### config.mk
export PLATFORM = sky130hd
export DESIGN_NAME = rpn_stack_controller
export DESIGN_NICKNAME = d
export VERILOG_FILES = /design/src/rtl/rpn_stack_controller.sv
export SDC_FILE = /design/constraint.sdc
export NUM_CORES = 1
export LEC_CHECK = 0
export ABC_CLOCK_PERIOD_IN_PS = 4010
export CAP_MARGIN = 10
export CORE_ASPECT_RATIO = 0.9
export CORE_MARGIN = 3
export CORE_UTILIZATION = 55
export CTS_BUF_LIST = sky130_fd_sc_hd__clkbuf_2 sky130_fd_sc_hd__clkbuf_4 sky130_fd_sc_hd__clkbuf_8
export DETAILED_ROUTE_END_ITERATION = 16
export PLACE_DENSITY = 0.82
export SYNTH_ARGS = -nofsm -noshare
export SYNTH_HDL_FRONTEND = slang
export SYNTH_SLANG_ARGS = --single-unit
### constraint.sdc
create_clock -name CLOCK -period 4.01 [get_ports CLOCK]
set_clock_uncertainty 0.2 [all_clocks]
set_input_delay 0.802 -clock CLOCK [delete_from_list [all_inputs] [get_ports CLOCK]]
set_output_delay 0.802 -clock CLOCK [all_outputs]
set_load 0.03 [all_outputs]
### src/rtl/rpn_stack_controller.sv
// Operand stack and ALU sequencer for the 8-bit RPN calculator.
// PUSH adds an operand to the stack. EXEC pops the two top entries and runs one
// start/done transaction on the shared ALU. A successful result is pushed back.
// A watchdog aborts the transaction if the ALU never answers.
module rpn_stack_controller #(
  parameter int WIDTH   = 8,
  parameter int DEPTH   = 4,
  parameter int TIMEOUT = 255
) (
  input  logic                     CLOCK,
  input  logic                     RESET,
  input  logic                     CLEAR,
  input  logic                     PUSH,
  input  logic [WIDTH-1:0]         DATA_IN,
  input  logic                     EXEC,
  input  logic [2:0]               OPCODE,
  output logic [WIDTH-1:0]         ALU_A,
  output logic [WIDTH-1:0]         ALU_B,
  output logic [2:0]               ALU_OP,
  output logic                     ALU_START,
  input  logic                     ALU_DONE,
  input  logic [WIDTH-1:0]         ALU_RESULT,
  input  logic                     ALU_ERR,
  output logic [WIDTH-1:0]         TOP,
  output logic [$clog2(DEPTH):0]   COUNT,
  output logic                     BUSY,
  output logic [2:0]               ERROR
);

  localparam int AW = $clog2(DEPTH);
  localparam int CW = AW + 1;
  localparam logic [CW-1:0] FULL    = CW'(DEPTH);
  localparam logic [7:0]    WD_LAST = 8'(TIMEOUT - 1);

  localparam logic [2:0] E_NONE  = 3'b000;
  localparam logic [2:0] E_UNDER = 3'b001;
  localparam logic [2:0] E_OVER  = 3'b010;
  localparam logic [2:0] E_ALU   = 3'b011;
  localparam logic [2:0] E_TMO   = 3'b100;

  typedef enum logic [1:0] {S_IDLE, S_ISSUE, S_WAIT} state_t;

  state_t            state_q, state_d;
  logic [CW-1:0]     cnt_q, cnt_d;
  logic [WIDTH-1:0]  top_q, top_d;
  logic [2:0]        err_q, err_d;
  logic [WIDTH-1:0]  a_q, a_d, b_q, b_d;
  logic [2:0]        op_q, op_d;
  logic              start_q, start_d;
  logic              busy_q, busy_d;
  logic [7:0]        wdog_q, wdog_d;

  logic [WIDTH-1:0]  stack_q [DEPTH];
  logic              wr_en;
  logic [AW-1:0]     wr_idx;
  logic [WIDTH-1:0]  wr_data;
  logic [AW-1:0]     nos_idx, tos_idx;

  assign nos_idx = AW'(cnt_q - CW'(2));
  assign tos_idx = AW'(cnt_q - CW'(1));

  // Next-state logic: command decode in IDLE, the ALU handshake, and the watchdog.
  always_comb begin
    state_d = state_q;
    cnt_d   = cnt_q;
    top_d   = top_q;
    err_d   = err_q;
    a_d     = a_q;
    b_d     = b_q;
    op_d    = op_q;
    start_d = 1'b0;
    wdog_d  = wdog_q;
    wr_en   = 1'b0;
    wr_idx  = cnt_q[AW-1:0];
    wr_data = DATA_IN;
    if (CLEAR) begin
      // Abandon any transaction. A result that arrives later lands in IDLE and is ignored.
      state_d = S_IDLE;
      cnt_d   = '0;
      top_d   = '0;
      err_d   = E_NONE;
      wdog_d  = '0;
    end else begin
      case (state_q)
        S_IDLE: begin
          if (EXEC) begin
            // EXEC has priority over a simultaneous PUSH, so that PUSH is dropped.
            if (cnt_q >= CW'(2)) begin
              a_d     = stack_q[nos_idx];
              b_d     = stack_q[tos_idx];
              op_d    = OPCODE;
              err_d   = E_NONE;
              start_d = 1'b1;
              state_d = S_ISSUE;
            end else begin
              err_d = E_UNDER;
            end
          end else if (PUSH) begin
            if (cnt_q != FULL) begin
              wr_en = 1'b1;
              cnt_d = cnt_q + CW'(1);
              top_d = DATA_IN;
              err_d = E_NONE;
            end else begin
              err_d = E_OVER;
            end
          end
        end
        S_ISSUE: begin
          wdog_d  = '0;
          state_d = S_WAIT;
        end
        S_WAIT: begin
          if (ALU_DONE) begin
            state_d = S_IDLE;
            if (ALU_ERR) begin
              err_d = E_ALU;
            end else begin
              // The result replaces NOS, and the old TOS is dropped.
              wr_en   = 1'b1;
              wr_idx  = nos_idx;
              wr_data = ALU_RESULT;
              cnt_d   = cnt_q - CW'(1);
              top_d   = ALU_RESULT;
            end
          end else if (wdog_q == WD_LAST) begin
            err_d   = E_TMO;
            state_d = S_IDLE;
          end else begin
            wdog_d = wdog_q + 8'd1;
          end
        end
        default: state_d = S_IDLE;
      endcase
    end
    busy_d = (state_d != S_IDLE);
  end

  // Control and output registers. All outputs come straight from flops.
  always_ff @(posedge CLOCK or posedge RESET) begin
    if (RESET) begin
      state_q <= S_IDLE;
      cnt_q   <= '0;
      top_q   <= '0;
      err_q   <= E_NONE;
      a_q     <= '0;
      b_q     <= '0;
      op_q    <= '0;
      start_q <= 1'b0;
      busy_q  <= 1'b0;
      wdog_q  <= '0;
    end else begin
      state_q <= state_d;
      cnt_q   <= cnt_d;
      top_q   <= top_d;
      err_q   <= err_d;
      a_q     <= a_d;
      b_q     <= b_d;
      op_q    <= op_d;
      start_q <= start_d;
      busy_q  <= busy_d;
      wdog_q  <= wdog_d;
    end
  end

  // Stack storage. It has no reset because COUNT alone decides which entries are valid.
  always_ff @(posedge CLOCK) begin
    if (wr_en) stack_q[wr_idx] <= wr_data;
  end

  assign ALU_A     = a_q;
  assign ALU_B     = b_q;
  assign ALU_OP    = op_q;
  assign ALU_START = start_q;
  assign TOP       = top_q;
  assign COUNT     = cnt_q;
  assign BUSY      = busy_q;
  assign ERROR     = err_q;

endmodule

After elaboration in Yosys (flattened, before gate mapping)
Memories as Yosys holds them, arrays and structs flattened. A register that Yosys moved wholly into a read port is not among the register bits.
Index checks and enable logic that the tools add are counted.
{"block": "op_classes", "add_sub_neg": 4, "magnitude_cmp": 1, "n_eq_ne": 14, "mux": 54, "n_bitwise": 1, "reduce_logical": 8}
{"cell": "$mux 8", "n": 13}
{"cell": "$mux 3", "n": 12}
{"cell": "$pmux 8 s2", "n": 2}
{"cell": "$ne 3x3->1 const B", "n": 8}
{"cell": "$mux 2", "n": 10}
{"cell": "$mux 1", "n": 13}
{"cell": "$ne 4x4->1 const B", "n": 3}
{"cell": "$pmux 3 s2", "n": 2}
{"cell": "$add 8x1->8 const B", "n": 1}
{"cell": "$eq 8x8->1 const B", "n": 1}
{"cell": "$reduce_and 4->1", "n": 2}
{"cell": "$pmux 2 s3", "n": 1}
{"cell": "$reduce_and 6->1", "n": 1}
{"cell": "$reduce_bool 3->1", "n": 2}
{"cell": "$add 3x1->3 const B", "n": 1}
{"cell": "$ge 3x2->1 const B", "n": 1}
{"cell": "$reduce_and 3->1", "n": 1}
{"cell": "$sub 3x1->3 const B", "n": 1}
{"cell": "$eq 2x1->1 const B", "n": 1}
{"cell": "$eq 2x2->1 const B", "n": 1}
{"cell": "$logic_not 2->1", "n": 1}
{"cell": "$pmux 1 s2", "n": 1}
{"cell": "$reduce_bool 2->1", "n": 1}
{"cell": "$sub 2x2->2 const B", "n": 1}
{"cell": "$not 1->1", "n": 1}
{"block": "totals", "regBits": 29, "ram_bits": 32, "out_inout_bits": 35, "word_cells": 91, "n_memories": 1}
{"name": "stack_q", "depth": 4, "width": 8, "rd": 2, "rd_ports_with_merged_regs": 2, "write_ports": 1, "line_no": "53", "source": "logic [WIDTH-1:0] stack_q [DEPTH];"}

Longest topological paths before layout
Gate-level depths: netlist of the first run.
{"block": "depth", "ltp_word": 8, "mapped_depth": 9}

Worst setup path after synthesis of the first run
OpenSTA, ideal clock, no wires.
{"block": "synth_path", "kind": "reg-to-reg", "startpoint": "reg cnt_q[0] (netlist: COUNT[0])", "endpoint": "reg b_q[5] (netlist: ALU_B[5]), read port of stack_q", "setup_time_ps": 125, "arrival_ps": 2891, "path_slack_ps": 793, "stages_incl_launch_ff": 8, "n_path_buf": 3, "path_cell_list": "dfrtp_1 -> buf_2 -> clkbuf_1 -> inv_1 -> ha_1 -> clkbuf_1 -> mux4_2 -> mux2_4"}
{"block": "synth_via", "elab_chain_cells": 2, "word_cells_on_any_way": 3, "classes_between": "add/sub (1); order compare (1); reduce/logical (1)"}
{"element": "start, declared", "line_no": "44", "source": "logic [CW-1:0] cnt_q, cnt_d;"}
{"element": "start signal, assigned", "line_no": "154", "source": "cnt_q <= cnt_d;"}
{"element": "$ge 3x2->1", "line_no": "88", "source": "if (cnt_q >= CW'(2)) begin"}
{"element": "$reduce_and 4->1 (no line)"}
{"element": "end, declared", "line_no": "47", "source": "logic [WIDTH-1:0] a_q, a_d, b_q, b_d;"}
Parallel ways exist; a longest one is shown, timed or not.
A chain may end at the register's enable or synchronous reset.

Worst setup path after layout of the first run
{"block": "layout_path", "startpoint": "in ALU_DONE", "endpoint": "mem stack_q[0][2], enable pin"}
{"block": "layout_via", "elab_chain_cells": 5, "word_cells_on_any_way": 8, "classes_between": "mux (8)"}
{"element": "start, declared", "line_no": "21", "source": "input logic ALU_DONE,"}
{"element": "$mux 1", "line_no": "114", "source": "if (ALU_DONE) begin"}
{"element": "$pmux 1 s2", "line_no": "84", "source": "case (state_q)"}
{"element": "$mux 1", "line_no": "76", "source": "if (CLEAR) begin"}
{"element": "$mux 1", "line_no": "168", "source": "if (wr_en) stack_q[wr_idx] <= wr_data;"}
{"element": "$mux 1 (not written as such)", "line_no": "168"}
{"element": "end, declared", "line_no": "53"}
Parallel ways exist; a longest one is shown, timed or not.

==> impl_metrics.toml, run 1 <==
[run_status]
status = "finished, final reports clean"

[synth]
synthesis.instances = 259
yosys.cell_types.count = 45
synth.cell_area_um2 = 3739
synth_nets = 291
synthTopCellsByCount = "45 x dfrtp_1, 32 x edfxtp_1, 18 x mux2_4"
syn_area_per_cell_um2 = 14.43
ys_top_cells_by_area = "dfrtp_1 30%, edfxtp_1 26%, mux4_2 9.6%, mux2_4 7.2%, mux2_2 3.3%"
synth_ff_type = "dfrtp_1"
synthDominantCellAreaShare = 0.3012
yosysWarningCount = 0
synth_most_common_cell = "dfrtp_1"
async_flop_share = 0.5844
synth-seq-cells = 77
synth_edf_count = 32
synth_top_cell_by_area = "dfrtp_1"
yosysSeqAreaShare = 0.5582

[sta]
tns_ns = 0
period_share = 0.7293
hold_violations = 0
holdWs_ns = 0.2921
final_max_slew_viol_count = 0
setup_violations = 0
fmax_mhz = 342.0
maxSlewHeadroom = 0.3827
period_minus_slack_ns = 2.924
grt_setup_unrepaired = "no"
worst_slew_pin_slew_ns = 0.9245

[clocking]
cts_hold_buffers = 0
cts_buffers = 9
postCtsSetupBuffers = 0
htree_levels = 3
cts_resized = 0
cts_sinks = 77
root_buffer = "clkbuf_8"
path_clk_slew_ns = 0.07
cts_tree = "built"
clk_latency_ns = 0.34
clock_path_buffers = 2

[setup_path]
critPathKind = "in2reg"
r2r-end = "stack_q[2][0]"
cp_data_arrival_time_ns = 2.73
rr_worst_depth = 6
path_max_fanout = 10
required_ns = 3.82
start_kind = "input pin"
reg2reg_slack_ns = 1.14
r2r-start = "COUNT[1]"
endpoint_kind = "flip-flop"

[route]
firstDrtPassIters = 4
vias = 2376
wl_per_cell_um = 18.16
drt_iter0_drc = 194
wirelength_um = 7445
via_per_inst = 5.795
final_antenna_net_count = 0
drc = 0

[cells_and_area]
num_antenna_cells = 0
fillers = 432
layout.nets = 350
areaGrowthSynthToFinish_pct = 24.36
layout-drive-gt1-share = 0.2136
fin_util = 0.7321
seq_area_um2 = 2087
multiInputGateArea_um2 = 1553

[floorplan]
start_util = 0.5887
die_h_um = 84.22
core_area_um2 = 6351
row_count = 27
dieWidth_um = 92.91
io_pins = 61
dieArea_um2 = 7824

[pwr]
p_leak_nw = 1.900
irDropWorstVdd_v = 0.0002930
p_per_area_nw_per_um2 = 677.2
report.power.total_mw = 3.149

[global_routing]
grt_overflow = 0
grt_max_degree = 46
first_global_vias = 2429
grt_usage = 0.2079
antenna_found_initial = 0
grt_pass1_wl_um = 12590

[hold_path]
holdPathEnd = "TOP[2]"
min_delay_path_depth = 2
hold_class = "reg2reg"
holdCritStartpoint = "TOP[2]"

[place]
io_buffers = 60
dp.final_hpwl_um = 5453
gp_congestion = 0.8353

[run]
cap_violations = 0
==> layer usage <==
metal  up-vias  track usage  wire [um]
met5         -            0          0
met4         0      0.05992         57
met3         7      0.06272        437
met2        87       0.2969       3441
met1      1180       0.3108       3508
li1       1102            -          -
==> critical path: stages <==
cell	delay [ns]
clkdlybuf4s50_1	0.56
nor2b_1	0.20
nand3b_1	0.39
xnor2_1	0.35
and3_1	0.43
==> power by group <==
group | leakage [nW] | internal [mW] | switching (mW)
clock network | 0.127 | 0.444 | 0.266
registers | 0.869 | 1.02 | 0.142
logic | 0.903 | 0.656 | 0.626
total | 1.90 | 2.12 | 1.03
==> flip-flops by register name (all words and copies together) (netlist names), 2 cells and up <==
register  cells
ALU_OP        3
TOP           8
ERROR         3
wdog_q        8
state_q       2
stack_q      32
ALU_B         8
ALU_A         8
COUNT         3
==> layout by cell type, fill, tap and decap left out, drive strengths merged, types with 4 or more instances in the layout <==
cell type,instances
nor2,5
nand2b,5
o31ai,10
clkbuf,12
nor3,5
nand3,4
nand2,16
mux2,29
mux4,16
dfrtp,45
mux2i,10
o21ai,6
and3,5
o32ai,4
inv,8
clkdlybuf4s50,60
edfxtp,32
ha,6
nor2b,5
==> how the worst max path moves through the flow <==
stage	slack, ns	start	cells past startpoint	end
after floorplan	0.79	COUNT[0]	7	ALU_B[5]
after global placement	0.85	ALU_DONE	5	stack_q[2][4]
after detailed placement	0.69	ALU_DONE	5	stack_q[0][3]
after CTS	1.05	ALU_DONE	5	stack_q[0][2]
after global routing	0.88	ALU_DONE	5	stack_q[0][7]
final	1.09	ALU_DONE	5	stack_q[0][2]
==> kinds of logic (layout without fill, tap and decap cells) <==
group / after synthesis / in the layout / synth area share
simple gates: 59 / 59 / 0.08735
xor+xnor: 5 / 5 / 0.01172
fa+ha+maj: 6 / 6 / 0.02008
buf+inv: 23 / 87 / 0.02845
flops: 77 / 77 / 0.5582
compound gates: 34 / 34 / 0.06559
mux: 55 / 55 / 0.2286
==> through the flow <==
step                      instances  cell area (um^2)  setup WS, ns
after floorplan                 259              3739        0.7935
after global placement          394              4402        0.8541
after detailed placement        394              4402        0.6904
after CTS                       410              4649         1.050
after global routing            410              4649        0.8753
final                           410              4649         1.086
==> layout make-up <==
class	count	share of cell area
clock buffer	12	0.03283
tap	87	0.02341
clock inverter	4	0.02045
inverter	8	0.006459
multi-input combinational	159	0.3340
sequential	77	0.4489
timing repair buffer	63	0.1340
Power figures use the tool's default switching activity.
==> inputs of run 2 (changes only) <==
ABC_CLOCK_PERIOD_IN_PS = 3000   (was 4010)
clock period = 3 ns   (was 4.01 ns; I/O delays follow)
==> impl_metrics.toml, run 2 (same netlist as run 1, synthesis figures left out) <==
[sta]
hold_violations = 0
grt_setup_unrepaired = "no"
period_share = 0.8445
period_minus_slack_ns = 2.534
fmax_mhz = 394.7
worst_slew_pin_slew_ns = 0.8632
fin_ws_ns = 0.4664
final_max_slew_viol_count = 0
maxSlewHeadroom = 0.4246
tns_ns = 0
setup_violations = 0

[global_routing]
grt_usage = 0.2093
grt_max_degree = 46
grt_pass1_wl_um = 12760
first_global_vias = 2500
antenna_found_initial = 0
grt_overflow = 0

[cells_and_area]
layout.nets = 354
areaGrowthSynthToFinish_pct = 24.83
final_common_cell = "clkdlybuf4s50_1"
fin_util = 0.7348
num_antenna_cells = 0
largest_reg_flops = 32
top_register = "stack_q"
final_cell_mix = "60 x clkdlybuf4s50_1, 45 x dfrtp_1, 32 x edfxtp_1"
layout-drive-gt1-share = 0.2232

[floorplan]
dieArea_um2 = 7824
die_h_um = 84.22
dieWidth_um = 92.91
core_area_um2 = 6351
start_util = 0.5887
io_pins = 61
row_count = 27

[clocking]
cts_hold_buffers = 0
path_clk_slew_ns = 0.07
cts_resized = 0
root_buffer = "clkbuf_8"
postCtsSetupBuffers = 0
htree_levels = 3
cts_tree = "built"
cts_buffers = 9
clk_latency_ns = 0.35
clock_path_buffers = 2
cts_sinks = 77

[setup_path]
critPathMaxStageDelay_ns = 0.59
slowest_stage = "clkdlybuf4s50_1"
path_max_fanout = 8
cp_cell_sequence = "clkdlybuf4s50_1 -> nor4bb_1 -> o32ai_2 -> nor2_1 -> and3_1"
critPathKind = "in2reg"
endpoint_kind = "flip-flop"
worst-path-buf-inv = 1
required_ns = 2.81
cp_data_arrival_time_ns = 2.34
start_kind = "input pin"
path_delay_family = "simple AND/OR/NAND/NOR gates"

[place]
preCtsSetupSlack_ns = 0.1533
dp.final_hpwl_um = 5427
gp_congestion = 0.9066
io_buffers = 60

[route]
drt_iter0_drc = 196
drc = 0
vias = 2476
via_per_inst = 5.981
wirelength_um = 7625
wl_per_cell_um = 18.42
firstDrtPassIters = 5
final_antenna_net_count = 0

[pwr]
p_per_area_nw_per_um2 = 886.3
irDropWorstVdd_v = 0.0003659
p_leak_nw = 1.912

[run]
cap_violations = 0

[hold_path]
hold_class = "reg2reg"

[run_status]
status = "finished, final reports clean"
[run 2: stage by stage]
step                      total power, mW  instances  hold slack (ns)  area, um^2
after global routing                4.336        414           0.3257        4667
after global placement              3.257        398           0.2704        4444
final                               4.136        414           0.2923        4667
after CTS                           4.173        414           0.2976        4667
after floorplan                     2.709        259           0.3221        3740
after detailed placement            3.310        398           0.2736        4444
[run 2: where the power goes]
group	internal (mW)	switching, mW
combinational	0.886	0.883
sequential	1.36	0.153
clock	0.490	0.367
[run 2: layout make-up]
cell class | instances | area [um^2]
Sequential cell | 77 | 2087
Fill cell | 428 | 1684
Multi-Input combinational cell | 159 | 1553
Timing Repair Buffer | 67 | 665.6
Clock buffer | 10 | 137.6
Tap cell | 87 | 108.9
Clock inverter | 6 | 85.08
Inverter | 8 | 30.03
[run 2: tightest hold or removal path, delay by kind of cell (launching register included)]
family,cells,cell delay [ns]
compound gates,1,0.05
flops,1,0.36
simple gates,1,0.05
[run 2: path summary, 6_finish.rpt]
check                           from       endpoint  slack, ns  cells past startpoint
setup reg to reg           wdog_q[0]       ERROR[2]       0.58                      6
min in group asynchronous      RESET      ALU_OP[2]       0.39                      3
hold / removal                TOP[0]         TOP[0]       0.29                      2
max in group asynchronous      RESET       ALU_A[4]       1.99                      3
setup / recovery            ALU_DONE  stack_q[3][0]       0.47                      5
hold reg to reg               TOP[0]         TOP[0]       0.29                      2
[run 2: metal layers]
| metal | part of all wire | global-route usage | vias up |
|---|---|---|---|
| li1 | - | - | 1118 |
| met1 | 0.47 | 0.3130 | 1232 |
| met2 | 0.45 | 0.3080 | 113 |
| met3 | 0.073 | 0.05556 | 13 |
| met4 | 0.012 | 0.05326 | 0 |
| met5 | 0 | 0 | - |
==> patch, RTL diff (config.mk and constraints of run 1) <==
Change the parameter `WIDTH` from 8 to 10.
--- a/src/rtl/rpn_stack_controller.sv
+++ b/src/rtl/rpn_stack_controller.sv
@@ -4,5 +4,5 @@
 // A watchdog aborts the transaction if the ALU never answers.
 module rpn_stack_controller #(
-  parameter int WIDTH   = 8,
+  parameter int WIDTH   = 10,
   parameter int DEPTH   = 4,
   parameter int TIMEOUT = 255
Ports: changed (5 resized); port bits go from 61 to 71. The function was not compared with the original's and may differ.
==> patch against run 1 <==
- total power is 12% lower
- via count is 19% higher
- sequential cell count rose by 14
- non-clock buffer count rose by 15
- first-iteration DRC count shrank 7.7%
- setup slack better by 0.049 ns
- wire length increased by 19%
- combinational power down 31%
- critical path depth stayed put
- final area grew 13%
- register-to-register slack gained 0.35 ns
- final cell count is 14% higher
- synthesized area grew 13%
- global-route usage up 0.57 points
- critical path type unchanged
==> patch: results (changes against run 1) <==
hold_path:
  hold_path_startpoint: "ALU_A[2]"
  holdPathStages: 1  # -1
  min_to: "ALU_A[2]"
setup_path:
  crit_start: "CLEAR"
  r2r_slack_ns: 1.49  # +0.35 ns
  max_stage_delay_ns: 0.68  # +0.12 ns
  worstPathMaxFanout: 25  # +15
  crit_arrival_ns: 2.92  # +0.19 ns
  rr_endpoint: "BUSY"
  slowest_stage: "nand4b_2"
finish:
  largest_register_ffs: 40  # +25%
  fillers: 472  # +9.3%
  nNetsFinal: 405  # +16%
  drive_gt1_frac: 0.2299  # +0.01632
placed_design:
  hpwl_um: 6100  # +12%
  post_dp_cell_area_um2: 5032  # +14%
  place_inst: 451  # +14%
  dpl_worst_slack_ns: 0.7228  # +0.03239 ns
  io_buffers: 70  # +17%
global_route:
  grtUsageMet3: 0.05148  # -0.01124
  grt_pass1_wl_um: 14260  # +13%
  grt_max_degree: 52  # +13%
  grtUsageTotal: 0.2135  # +0.005656
  top_usage_layer: "met2"
logic_synthesis:
  async_reset_ff_frac: 0.5604  # -0.02398
  synth_mux_area_frac: 0.1973  # -0.03125
  synth_enable_flop_cells: 40  # +25%
  synth_compound_area_frac: 0.07852  # +0.01292
  avgSynthCellArea_um2: 14.17  # -1.8%
  post_synth_fa_ha_maj_area_fraction: 0.01778  # -0.002303
  synthXorXnorAreaFrac: 0.006222  # -0.005491
drt:
  avgRoutedWirePerCell_um: 19.04  # +4.9%
  met2WireLength_um: 4277  # +24%
  wl_met3_um: 608  # +39%
  m1WireLength_um: 3949  # +13%
  viasPerCell: 6.034  # +4.1%
run_status:
  status: "complete, no violations"
clock_network:
  clkLatencyLatePin_ns: 0.36  # +0.02 ns
sta:
  finalHoldWorstSlack_ns: 0.3151  # +0.02297 ns
  relSlewSlack: 0.3016  # -0.08116
  fin_ws_ns: 1.135  # +0.04949 ns
power_and_ir_drop:
  vdd_drop_max_v: 0.0002806  # -4.2%
-- patch: changes by cell type in the layout (fill, tap and decap cells not counted), moves of 5 or more --
cell	before	now
a311oi_1	0	12
buf_4	3	8
clkdlybuf4s50_1	60	70
dfrtp_1	45	51
edfxtp_1	32	40
mux2_2	11	34
mux2_4	18	0
mux2i_1	10	0
nand2_1	16	30
nor2_1	5	15
o31ai_1	10	3
-- patch: power breakdown --
group	total, W	internal [W]	leakage, nW	switching [W]
logic	0.000887	0.000412	0.857	0.000475
clock network	0.000703	0.000367	0.116	0.000336
registers	0.00119	0.00111	1.02	0.0000748
total	0.00278	0.00189	1.99	0.000885
-- patch: area by class of cell --
class                   count  area [µm²]  area share
clock buffers              10       131.4     0.02497
clock inverters             6       97.59     0.01855
flip-flops and latches     91        2477      0.4709
multi-input cells         180        1644      0.3125
well taps                  93       116.4     0.02212
inverters                   9       33.78    0.006421
repair buffers             78       760.7      0.1446
